<file path="config.mk">
export PLATFORM = sky130hd
export DESIGN_NAME = johnson_phase_decoder_flat
export DESIGN_NICKNAME = d
export VERILOG_FILES = /design/src/rtl/johnson_phase_decoder_if.sv /design/src/rtl/johnson_phase_decoder.sv /design/src/flat_wrapper.sv
export SDC_FILE = /design/constraint.sdc
export NUM_CORES = 1
export LEC_CHECK = 0
export CORE_ASPECT_RATIO = 1.75
export CORE_MARGIN = 2
export CORE_UTILIZATION = 51
export DETAILED_ROUTE_END_ITERATION = 12
export PLACE_DENSITY = 0.78
export SLEW_MARGIN = 0
export SYNTH_ARGS = -nofsm -noshare
export SYNTH_HDL_FRONTEND = slang
export SYNTH_SLANG_ARGS = --single-unit
export TNS_END_PERCENT = 20
</file>
<file path="constraint.sdc">
create_clock -name clk -period 2.8 [get_ports clk]
set_clock_uncertainty 0.15 [all_clocks]
set_input_delay 0.42 -clock clk [delete_from_list [all_inputs] [get_ports clk]]
set_output_delay 0.42 -clock clk [all_outputs]
set_load 0.01 [all_outputs]
</file>
<file path="src/rtl/johnson_phase_decoder_if.sv">
// Bundles the Johnson code input, the error-clear control and every status output
// of johnson_phase_decoder; clk and rst_n stay plain ports on the module.
interface johnson_phase_decoder_if #(
    parameter int ERR_W = 8
);
    logic [3:0]       i_cnt;
    logic             i_clr_err;
    logic [2:0]       o_phase;
    logic [7:0]       o_onehot;
    logic             o_wrap;
    logic             o_illegal;
    logic             o_locked;
    logic             o_err_sticky;
    logic [ERR_W-1:0] o_err_cnt;

    modport master (
        output i_cnt, i_clr_err,
        input  o_phase, o_onehot, o_wrap, o_illegal, o_locked, o_err_sticky, o_err_cnt
    );

    modport slave (
        input  i_cnt, i_clr_err,
        output o_phase, o_onehot, o_wrap, o_illegal, o_locked, o_err_sticky, o_err_cnt
    );
endinterface

</file>
<file path="src/rtl/johnson_phase_decoder.sv">
// Decodes a 4-bit Johnson code to phase index and one-hot strobe, checks each code
// and each transition, tracks lock, and keeps a saturating count of errors seen while locked.
module johnson_phase_decoder #(
    parameter int LOCK_CNT = 8,
    parameter int ERR_W    = 8
) (
    input  logic                    clk,
    input  logic                    rst_n,
    johnson_phase_decoder_if.slave  bus
);
    localparam int RUN_W = $clog2(LOCK_CNT + 1);

    typedef enum logic [1:0] {
        UNLOCKED = 2'd0,
        LOCKING  = 2'd1,
        LOCKED   = 2'd2
    } lock_state_t;

    // Returns {legal, phase}; illegal codes return phase 0.
    function automatic logic [3:0] decode(input logic [3:0] c);
        case (c)
            4'b0000: decode = {1'b1, 3'd0};
            4'b1000: decode = {1'b1, 3'd1};
            4'b1100: decode = {1'b1, 3'd2};
            4'b1110: decode = {1'b1, 3'd3};
            4'b1111: decode = {1'b1, 3'd4};
            4'b0111: decode = {1'b1, 3'd5};
            4'b0011: decode = {1'b1, 3'd6};
            4'b0001: decode = {1'b1, 3'd7};
            default: decode = {1'b0, 3'd0};
        endcase
    endfunction

    function automatic logic [3:0] succ(input logic [3:0] c);
        succ = {~c[0], c[3:1]};
    endfunction

    logic [3:0]       prev_q;
    logic             prev_vld_q;
    lock_state_t      state_q, state_d;
    logic [RUN_W-1:0] run_q, run_d, run_inc;
    logic [2:0]       phase_q;
    logic [7:0]       onehot_q;
    logic             wrap_q, illegal_q;
    logic [ERR_W-1:0] err_q, err_d, err_base;
    logic             sticky_q, sticky_d;

    logic [3:0] cur_dec, prev_dec;
    logic       cur_legal, prev_legal;
    logic       good, bad, count_err, wrap_d;

    assign cur_dec    = decode(bus.i_cnt);
    assign prev_dec   = decode(prev_q);
    assign cur_legal  = cur_dec[3];
    assign prev_legal = prev_dec[3];

    assign good    = prev_vld_q && cur_legal && prev_legal && (bus.i_cnt == succ(prev_q));
    assign bad     = prev_vld_q && !good;
    assign wrap_d  = good && (prev_q == 4'b0001);
    assign run_inc = run_q + RUN_W'(1);

    // NOTE: every signal written here gets a default first, so no path leaves one unassigned and no latch is inferred.
    always_comb begin
        state_d   = state_q;
        run_d     = run_q;
        count_err = 1'b0;
        case (state_q)
            UNLOCKED: begin
                if (good) begin
                    run_d   = RUN_W'(1);
                    state_d = (LOCK_CNT == 1) ? LOCKED : LOCKING;
                end
            end
            LOCKING: begin
                if (good) begin
                    run_d = run_inc;
                    if (run_inc == RUN_W'(LOCK_CNT)) state_d = LOCKED;
                end else if (bad) begin
                    run_d   = '0;
                    state_d = UNLOCKED;
                end
            end
            LOCKED: begin
                if (bad) begin
                    run_d     = '0;
                    state_d   = UNLOCKED;
                    count_err = 1'b1;
                end
            end
            default: begin
                run_d   = '0;
                state_d = UNLOCKED;
            end
        endcase
    end

    // Clear is applied before a coincident error so that error still counts.
    always_comb begin
        err_base = bus.i_clr_err ? '0 : err_q;
        err_d    = err_base;
        sticky_d = bus.i_clr_err ? 1'b0 : sticky_q;
        if (count_err) begin
            sticky_d = 1'b1;
            if (err_base != {ERR_W{1'b1}}) err_d = err_base + ERR_W'(1);
        end
    end

    // NOTE: sequential state uses non-blocking assignments so every register samples pre-edge values.
    always_ff @(posedge clk or negedge rst_n) begin
        if (!rst_n) begin
            prev_q     <= '0;
            prev_vld_q <= 1'b0;
            state_q    <= UNLOCKED;
            run_q      <= '0;
            phase_q    <= '0;
            onehot_q   <= '0;
            wrap_q     <= 1'b0;
            illegal_q  <= 1'b0;
            err_q      <= '0;
            sticky_q   <= 1'b0;
        end else begin
            prev_q     <= bus.i_cnt;
            prev_vld_q <= 1'b1;
            state_q    <= state_d;
            run_q      <= run_d;
            wrap_q     <= wrap_d;
            illegal_q  <= !cur_legal;
            err_q      <= err_d;
            sticky_q   <= sticky_d;
            if (cur_legal) begin
                phase_q  <= cur_dec[2:0];
                onehot_q <= 8'd1 << cur_dec[2:0];
            end else begin
                onehot_q <= '0;
            end
        end
    end

    assign bus.o_phase      = phase_q;
    assign bus.o_onehot     = onehot_q;
    assign bus.o_wrap       = wrap_q;
    assign bus.o_illegal    = illegal_q;
    assign bus.o_locked     = (state_q == LOCKED);
    assign bus.o_err_sticky = sticky_q;
    assign bus.o_err_cnt    = err_q;
endmodule

</file>
<file path="src/flat_wrapper.sv">
// flat-port wrapper written by rule: the top's interface ports become plain ports
module johnson_phase_decoder_flat 
#(
    parameter int LOCK_CNT = 8,
    parameter int ERR_W    = 8
)
  (clk, rst_n, bus_i_cnt, bus_i_clr_err, bus_o_phase, bus_o_onehot, bus_o_wrap, bus_o_illegal, bus_o_locked, bus_o_err_sticky, bus_o_err_cnt);
  johnson_phase_decoder_if #(.ERR_W(ERR_W)) bus_i ();
  input  logic clk;
  input  logic rst_n;
  input wire logic [$bits(bus_i.i_cnt)-1:0] bus_i_cnt;
  input wire logic [$bits(bus_i.i_clr_err)-1:0] bus_i_clr_err;
  output wire logic [$bits(bus_i.o_phase)-1:0] bus_o_phase;
  output wire logic [$bits(bus_i.o_onehot)-1:0] bus_o_onehot;
  output wire logic [$bits(bus_i.o_wrap)-1:0] bus_o_wrap;
  output wire logic [$bits(bus_i.o_illegal)-1:0] bus_o_illegal;
  output wire logic [$bits(bus_i.o_locked)-1:0] bus_o_locked;
  output wire logic [$bits(bus_i.o_err_sticky)-1:0] bus_o_err_sticky;
  output wire logic [$bits(bus_i.o_err_cnt)-1:0] bus_o_err_cnt;
  assign bus_i.i_cnt = bus_i_cnt;
  assign bus_i.i_clr_err = bus_i_clr_err;
  assign bus_o_phase = bus_i.o_phase;
  assign bus_o_onehot = bus_i.o_onehot;
  assign bus_o_wrap = bus_i.o_wrap;
  assign bus_o_illegal = bus_i.o_illegal;
  assign bus_o_locked = bus_i.o_locked;
  assign bus_o_err_sticky = bus_i.o_err_sticky;
  assign bus_o_err_cnt = bus_i.o_err_cnt;
  johnson_phase_decoder #(.LOCK_CNT(LOCK_CNT), .ERR_W(ERR_W)) u_core (.clk(clk), .rst_n(rst_n), .bus(bus_i));
endmodule
</file>
### Word level (Yosys, flattened, before mapping)

Memories as Yosys holds them, arrays and structs flattened.
Cells that the tools add are included.

* memories kept: 2
* bits in registers: 33
* input bits: 7
* ROM bits: 128

* $add $sub $neg: 2
* reductions and logical operators: 10
* multiplexer cells: 17
* equality and inequality tests: 8
* shifts and indexed selects: 1
* bitwise operators: 1

Memories
* (no name shown): depth 16, bits a word 4, read ports 1, clocked after Yosys merged registers in 0, wr ports 0, RTL line johnson_phase_decoder.sv:21 `case (c)`
* (no name shown): depth 16, bits a word 4, read ports 1, clocked after Yosys merged registers in 0, wr ports 0, RTL line johnson_phase_decoder.sv:21

Operator list (number)
* two-way mux 8 bit: 4
* two-way mux 4 bit: 3
* one-hot mux 4 bit (3 select lines): 1
* adder 8 x 1 -> 8 bit (second input constant): 1
* two-way mux 2 bit: 4
* inequality test 8 bit (second input constant): 1
* << shifter 1 x 3 -> 8 bit (first input constant): 1
* one-hot mux 2 bit (3 select lines): 1
* logical AND 1 bit: 5
* adder 4 x 1 -> 4 bit (second input constant): 1
* equality test 4 x 1 -> 1 bit (second input constant): 1
* equality test 4 bit: 1
* equality test 4 bit (second input constant): 1
* two-way mux 1 bit: 4
* inequality test 3 bit (second input constant): 1
* equality test 2 x 1 -> 1 bit (second input constant): 1
* equality test 2 bit (second input constant): 1
* zero test 1 bit: 2
* zero test 2 bit: 1
* inequality test 2 x 1 -> 1 bit (second input constant): 1
* AND reduction 2 bit: 1
* nonzero test 2 bit: 1
* NOT 1 bit: 1

### Depth between registers and ports, before layout

An unclocked memory read counts as a cell.

* depth in word-level cells: 9
* depth in mapped cells: 7
* gate-level depth less buffers: 7

### Least setup slack after synthesis

OpenSTA, ideal clock, no wires.

* path kind: in2reg
* from: input bus_i_cnt[3]
* to: register u_core.run_q[3]
* setup slack: 445 ps
* cell stages on the path: 7
* setup time: 126 ps
* arrival time: 2079 ps
* cells stage by stage: buf_6 -> or2_0 -> buf_2 -> a311o_1 -> or3_1 -> a31o_1 -> a221o_1

* cells in the longest elaborated chain, start to end: 9

RTL lines
* start: declaration: RTL line flat_wrapper.sv:11 `input wire logic [$bits(bus_i.i_cnt)-1:0] bus_i_cnt;`
* memory (16 x 4 bit)
* logical AND 1 bit (2 in a row): RTL line johnson_phase_decoder.sv:57 `assign good = prev_vld_q && cur_legal && prev_legal && (bus.i_cnt == succ(prev_q));`
* logical AND 1 bit *: RTL line johnson_phase_decoder.sv:57
* zero test 1 bit: RTL line johnson_phase_decoder.sv:58 `assign bad = prev_vld_q && !good;`
* logical AND 1 bit: RTL line johnson_phase_decoder.sv:58
* two-way mux 4 bit
* two-way mux 4 bit: RTL line johnson_phase_decoder.sv:75 `if (good) begin`
* one-hot mux 4 bit (3 select lines): RTL line johnson_phase_decoder.sv:67 `case (state_q)`
* end signal: assignment: RTL line johnson_phase_decoder.sv:125 `run_q <= run_d;`
* end: declaration: RTL line johnson_phase_decoder.sv:41 `logic [RUN_W-1:0] run_q, run_d, run_inc;`

Mark *: on every way between the ends. The rest lies on a longest branch, timed or not.
A chain may end at the register's enable or synchronous reset.

### Worst setup path after layout

* from: input bus_i_cnt[2]
* to: register u_core.run_q[3]

Same word-level chain as after synthesis.

==> flow_summary.html <==
<table>
<tr><th>Metric</th><th>Value</th></tr>
<tr><th colspan="2">Run status</th></tr>
<tr><td>Outcome</td><td>completed</td></tr>
<tr><th colspan="2">Place</th></tr>
<tr><td>Gpl congestion</td><td>~0.83</td></tr>
<tr><td>Count of placed standard cells including taps</td><td>approximately 240</td></tr>
<tr><td>Final HPWL DP</td><td>between 2 and 3 mm</td></tr>
<tr><td>Worst setup timing slack at the placement stage</td><td>-0.0514 ns</td></tr>
<tr><td>Post-Place Cell Area</td><td>between 2000 and 2500 um^2</td></tr>
<tr><td>Count of buffers from port buffering</td><td>29</td></tr>
<tr><th colspan="2">Logic synthesis</th></tr>
<tr><td>Number of distinct library cell variants in the gate-level netlist after synthesis</td><td>49</td></tr>
<tr><td>Sequential share of the synthesized area</td><td>around 52%</td></tr>
<tr><td>Total nets after synthesis</td><td>about 160</td></tr>
<tr><td>Area of the mapped netlist</td><td>1600 um^2</td></tr>
<tr><td>Yosys synthesis warning count</td><td>0</td></tr>
<tr><td>Post-Syn Area per Cell</td><td>between 10 and 15 um^2</td></tr>
<tr><td>Number of storage elements in the synthesis netlist</td><td>33</td></tr>
<tr><td>Cells after Synth</td><td>about 160</td></tr>
<tr><th colspan="2">CTS</th></tr>
<tr><td>Count of hold-fix buffers inserted at cts</td><td>0</td></tr>
<tr><td>Number of gates given a new drive strength after cts</td><td>0</td></tr>
<tr><td>Clk slew on worst S/H paths</td><td>0.07 ns</td></tr>
<tr><td>Setup Fix Bufs, Post-CTS</td><td>0</td></tr>
<tr><td>Clock buffer count from CTS</td><td>5</td></tr>
<tr><td>Clock tree from TritonCTS</td><td>built</td></tr>
<tr><td>Number of levels in the clock H-tree</td><td>2</td></tr>
<tr><td>Clock insertion delay at the later pin of the skew report</td><td>0.29 ns</td></tr>
<tr><td>Library cell used as clock root buffer</td><td>clkbuf_8</td></tr>
<tr><td>Clock Tree Buf Depth</td><td>2</td></tr>
<tr><td>Clock tree sinks</td><td>33</td></tr>
<tr><th colspan="2">Global route</th></tr>
<tr><td>GR Overflow Total</td><td>0</td></tr>
<tr><td>Antenna violations before repair</td><td>0</td></tr>
<tr><td>Largest net degree at the start of global routing</td><td>34</td></tr>
<tr><td>Via count of the first global-routing pass</td><td>about 1500</td></tr>
<tr><td>Global Route Usage Sum</td><td>between 20% and 30%</td></tr>
<tr><td>Global-route wire length before repair</td><td>roughly 6.5 mm</td></tr>
<tr><th colspan="2">Min path</th></tr>
<tr><td>HP Class</td><td>in -&gt; async</td></tr>
<tr><th colspan="2">Power and ir drop</th></tr>
<tr><td>Static leakage power</td><td>0.985 nW</td></tr>
<tr><td>Sequential power share</td><td>between 40% and 50%</td></tr>
<tr><td>Worst VDD drop</td><td>about 0.00044 V</td></tr>
<tr><td>Overall power after layout</td><td>~1.1 mW</td></tr>
<tr><td>Reported net switching power</td><td>roughly 0.25 mW</td></tr>
<tr><td>Clock group share of total power</td><td>roughly two fifths</td></tr>
<tr><td>Power density relative to cell area</td><td>roughly 510 nW/um^2</td></tr>
<tr><td>Design internal power</td><td>roughly 0.85 mW</td></tr>
<tr><td>Logic gate share of total power</td><td>between 10% and 20%</td></tr>
<tr><td>Switching part of the total</td><td>approximately 23%</td></tr>
<tr><th colspan="2">Drt</th></tr>
<tr><td>DRT iter0 DRCs</td><td>38</td></tr>
<tr><td>Via density per instance</td><td>5.63</td></tr>
<tr><td>Sum of routed wire length over all layers</td><td>3.75 mm</td></tr>
<tr><td>Number of vias in the routed layout</td><td>1379</td></tr>
<tr><td>Post-detailed-route count of antenna-violating nets</td><td>0</td></tr>
<tr><td>Count of TritonRoute iterations in the first routing pass</td><td>6</td></tr>
<tr><td>Mean routed wirelength per cell</td><td>approximately 15 um</td></tr>
<tr><td>Post-route DRC</td><td>0</td></tr>
<tr><th colspan="2">Timing</th></tr>
<tr><td>Portion of the clock cycle consumed by the worst path in the final layout</td><td>91.3%</td></tr>
<tr><td>RSZ-0062 raised after global routing</td><td>false</td></tr>
<tr><td>Final count of pins violating max slew</td><td>0</td></tr>
<tr><td>Min cycle time layout</td><td>2.56 ns</td></tr>
<tr><td>Hold Vio Cnt, Final</td><td>0</td></tr>
<tr><td>Highest clock frequency the design can meet</td><td>between 300 and 400 MHz</td></tr>
<tr><td>Final worst hold slack</td><td>between 0.3 and 0.4 ns</td></tr>
<tr><td>Final worst slack</td><td>between 0.2 and 0.25 ns</td></tr>
<tr><td>Setup TNS</td><td>0 ns</td></tr>
<tr><td>Setup-failing EPs final</td><td>0</td></tr>
<tr><th colspan="2">Final layout</th></tr>
<tr><td>Area added between synthesis and finish</td><td>34.3%</td></tr>
<tr><td>Post-route design area</td><td>between 2000 and 2500 um^2</td></tr>
<tr><td>Final net count</td><td>~210</td></tr>
<tr><td>Layout cell share with drive strength beyond 1</td><td>around 14%</td></tr>
<tr><td>Fin util</td><td>72.6%</td></tr>
<tr><td>N_diodes</td><td>0</td></tr>
<tr><td>Final cell count without fillers</td><td>approximately 250</td></tr>
<tr><td>Fillcell total</td><td>~220</td></tr>
<tr><th colspan="2">Critical path</th></tr>
<tr><td>Register-to-Register Setup Slack</td><td>between 0.3 and 0.4 ns</td></tr>
<tr><td>Arrival @ worst endpoint</td><td>2.58 ns</td></tr>
<tr><td>Nature of the critical path startpoint</td><td>input port</td></tr>
<tr><td>Critical path type</td><td>in -&gt; reg</td></tr>
<tr><td>Reg2Reg Depth</td><td>6</td></tr>
<tr><td>Required time at the worst-slack endpoint</td><td>2.82 ns</td></tr>
<tr><td>Worst Setup End Kind</td><td>register</td></tr>
<tr><td>Worst setup startpoint</td><td>bus_i_cnt[2]</td></tr>
<tr><td>Launching point of the worst reg2reg path</td><td>u_core.prev_q[2]$_DFF_PN0_</td></tr>
<tr><td>Worst reg2reg endpoint</td><td>u_core.run_q[3]$_DFFE_PN0P_</td></tr>
<tr><td>Top fanout value on the critical path</td><td>3</td></tr>
<tr><th colspan="2">Floorplanning</th></tr>
<tr><td>Num ports</td><td>30</td></tr>
<tr><td>Height of the die</td><td>roughly 78 um</td></tr>
<tr><td>Total die area</td><td>~3600 um^2</td></tr>
<tr><td>Row count</td><td>26</td></tr>
<tr><td>Std-Cell Core Area</td><td>2960 um^2</td></tr>
<tr><td>Initial standard-cell utilization of the core</td><td>54.1%</td></tr>
<tr><td>Die outline width</td><td>46.3 um</td></tr>
<tr><th colspan="2">Job</th></tr>
<tr><td>Max-cap violations</td><td>0</td></tr>
</table>
[cell usage after synthesis, drive strengths merged]
cell | n | area [um^2]
o31ai | 3 | 22.5
and3b | 1 | 8.76
a21o | 1 | 7.51
a22o | 2 | 17.5
and2 | 1 | 6.26
o41ai | 1 | 8.76
a21oi | 5 | 25.0
nor2b | 5 | 31.3
and3 | 4 | 25.0
nand3 | 4 | 20.0
a22oi | 1 | 12.5
o21ai | 4 | 23.8
nor3 | 8 | 40.0
nand4 | 3 | 18.8
buf | 4 | 26.3
xor2 | 2 | 17.5
or4 | 2 | 15.0
or2 | 2 | 12.5
and2b | 2 | 16.3
inv | 6 | 22.5
a211oi | 2 | 15.0
mux2i | 2 | 20.0
a311o | 1 | 10.0
nor4 | 3 | 18.8
o22ai | 1 | 6.26
a221o | 2 | 20.0
or2b | 1 | 7.51
o21a | 1 | 7.51
ha | 2 | 25.0
a31oi | 1 | 6.26
nor3b | 1 | 7.51
nand2 | 10 | 37.5
a222oi | 1 | 10.0
o211a | 1 | 10.0
a31o | 2 | 17.5
xnor2 | 4 | 35.0
nand2b | 10 | 62.6
mux2 | 1 | 11.3
clkbuf | 1 | 3.75
dfrtp | 33 | 826
nor2 | 10 | 37.5
nor4b | 2 | 17.5
or3 | 1 | 6.26
conb | 1 | 3.75
[power groups by stage]
stage / logic [mW] / clock network, mW / registers (mW)
after floorplan: 0.0552 / 0 / 0.525
after global placement: 0.119 / 0 / 0.522
after detailed placement: 0.125 / 0 / 0.524
after CTS: 0.125 / 0.465 / 0.515
after global routing: 0.137 / 0.486 / 0.517
final: 0.124 / 0.463 / 0.516
[how the worst max path moves through the flow]
stage | endpoint | slack (ns) | cells past startpoint
final | u_core.run_q[3]$_DFFE_PN0P_ | 0.24 | 7
after detailed placement | u_core.run_q[2]$_DFFE_PN0P_ | -0.05 | 7
after global placement | u_core.run_q[2]$_DFFE_PN0P_ | 0.008 | 7
after CTS | u_core.run_q[3]$_DFFE_PN0P_ | 0.24 | 7
after global routing | u_core.bus.o_err_cnt[3]$_DFF_PN0_ | 0.10 | 10
after floorplan | u_core.run_q[3]$_DFFE_PN0P_ | 0.45 | 7
[cells by family (layout without fill, tap and decap cells)]
family | count (synthesis) | count (layout) | share of synthesized area [%]
buf+inv | 11 | 59 | 3.28
compound gates | 29 | 29 | 13.8
fa+ha+maj | 2 | 2 | 1.56
flops | 33 | 33 | 51.6
mux | 3 | 3 | 1.95
xor+xnor | 6 | 6 | 3.28
other cells | 1 | 1 | 0.234
simple gates | 70 | 70 | 24.3
[worst max-delay path, cell delays in order]
cell and delay [ns]:
clkdlybuf4s50_1 0.42, or4_1 0.54, o31ai_1 0.10, a22oi_2 0.13
or3_1 0.40, a31o_1 0.27, a221o_1 0.30
[layout by cell type (no fill, tap or decap), types with 5 or more instances in the layout]
cell,count
nor2_1,10
nand2b_1,10
nand2_1,10
inv_1,6
clkbuf_8,6
a21oi_1,5
dfrtp_1,33
buf_4,16
nor3_1,8
clkdlybuf4s50_1,29
nor2b_1,5
[layout make-up]
cell class	count	area (um^2)	share of cell area, %
clock buffers	7	86.3	4.02
clock inverters	1	30.0	1.40
inverters	6	22.5	1.05
multi-input cells	111	722	33.6
flip-flops and latches	33	826	38.4
well taps	42	52.6	2.44
repair buffers	45	410	19.1
[sequential cells by signal, indices dropped and copies added, names as in the netlist, 2 cells and up]
name,cells
u_core.bus.o_onehot,8
u_core.state_q,2
u_core.run_q,4
u_core.bus.o_err_cnt,8
u_core.prev_q,4
u_core.bus.o_phase,3
[layer usage]
layer	wire, um	global-route usage, %	vias up
li1	-	-	656
met1	1290	24.0	679
met2	2260	45.8	37
met3	119	5.29	7
met4	86	11.1	0
met5	0	0	-
No activity file was read; power rests on OpenSTA's default activity.
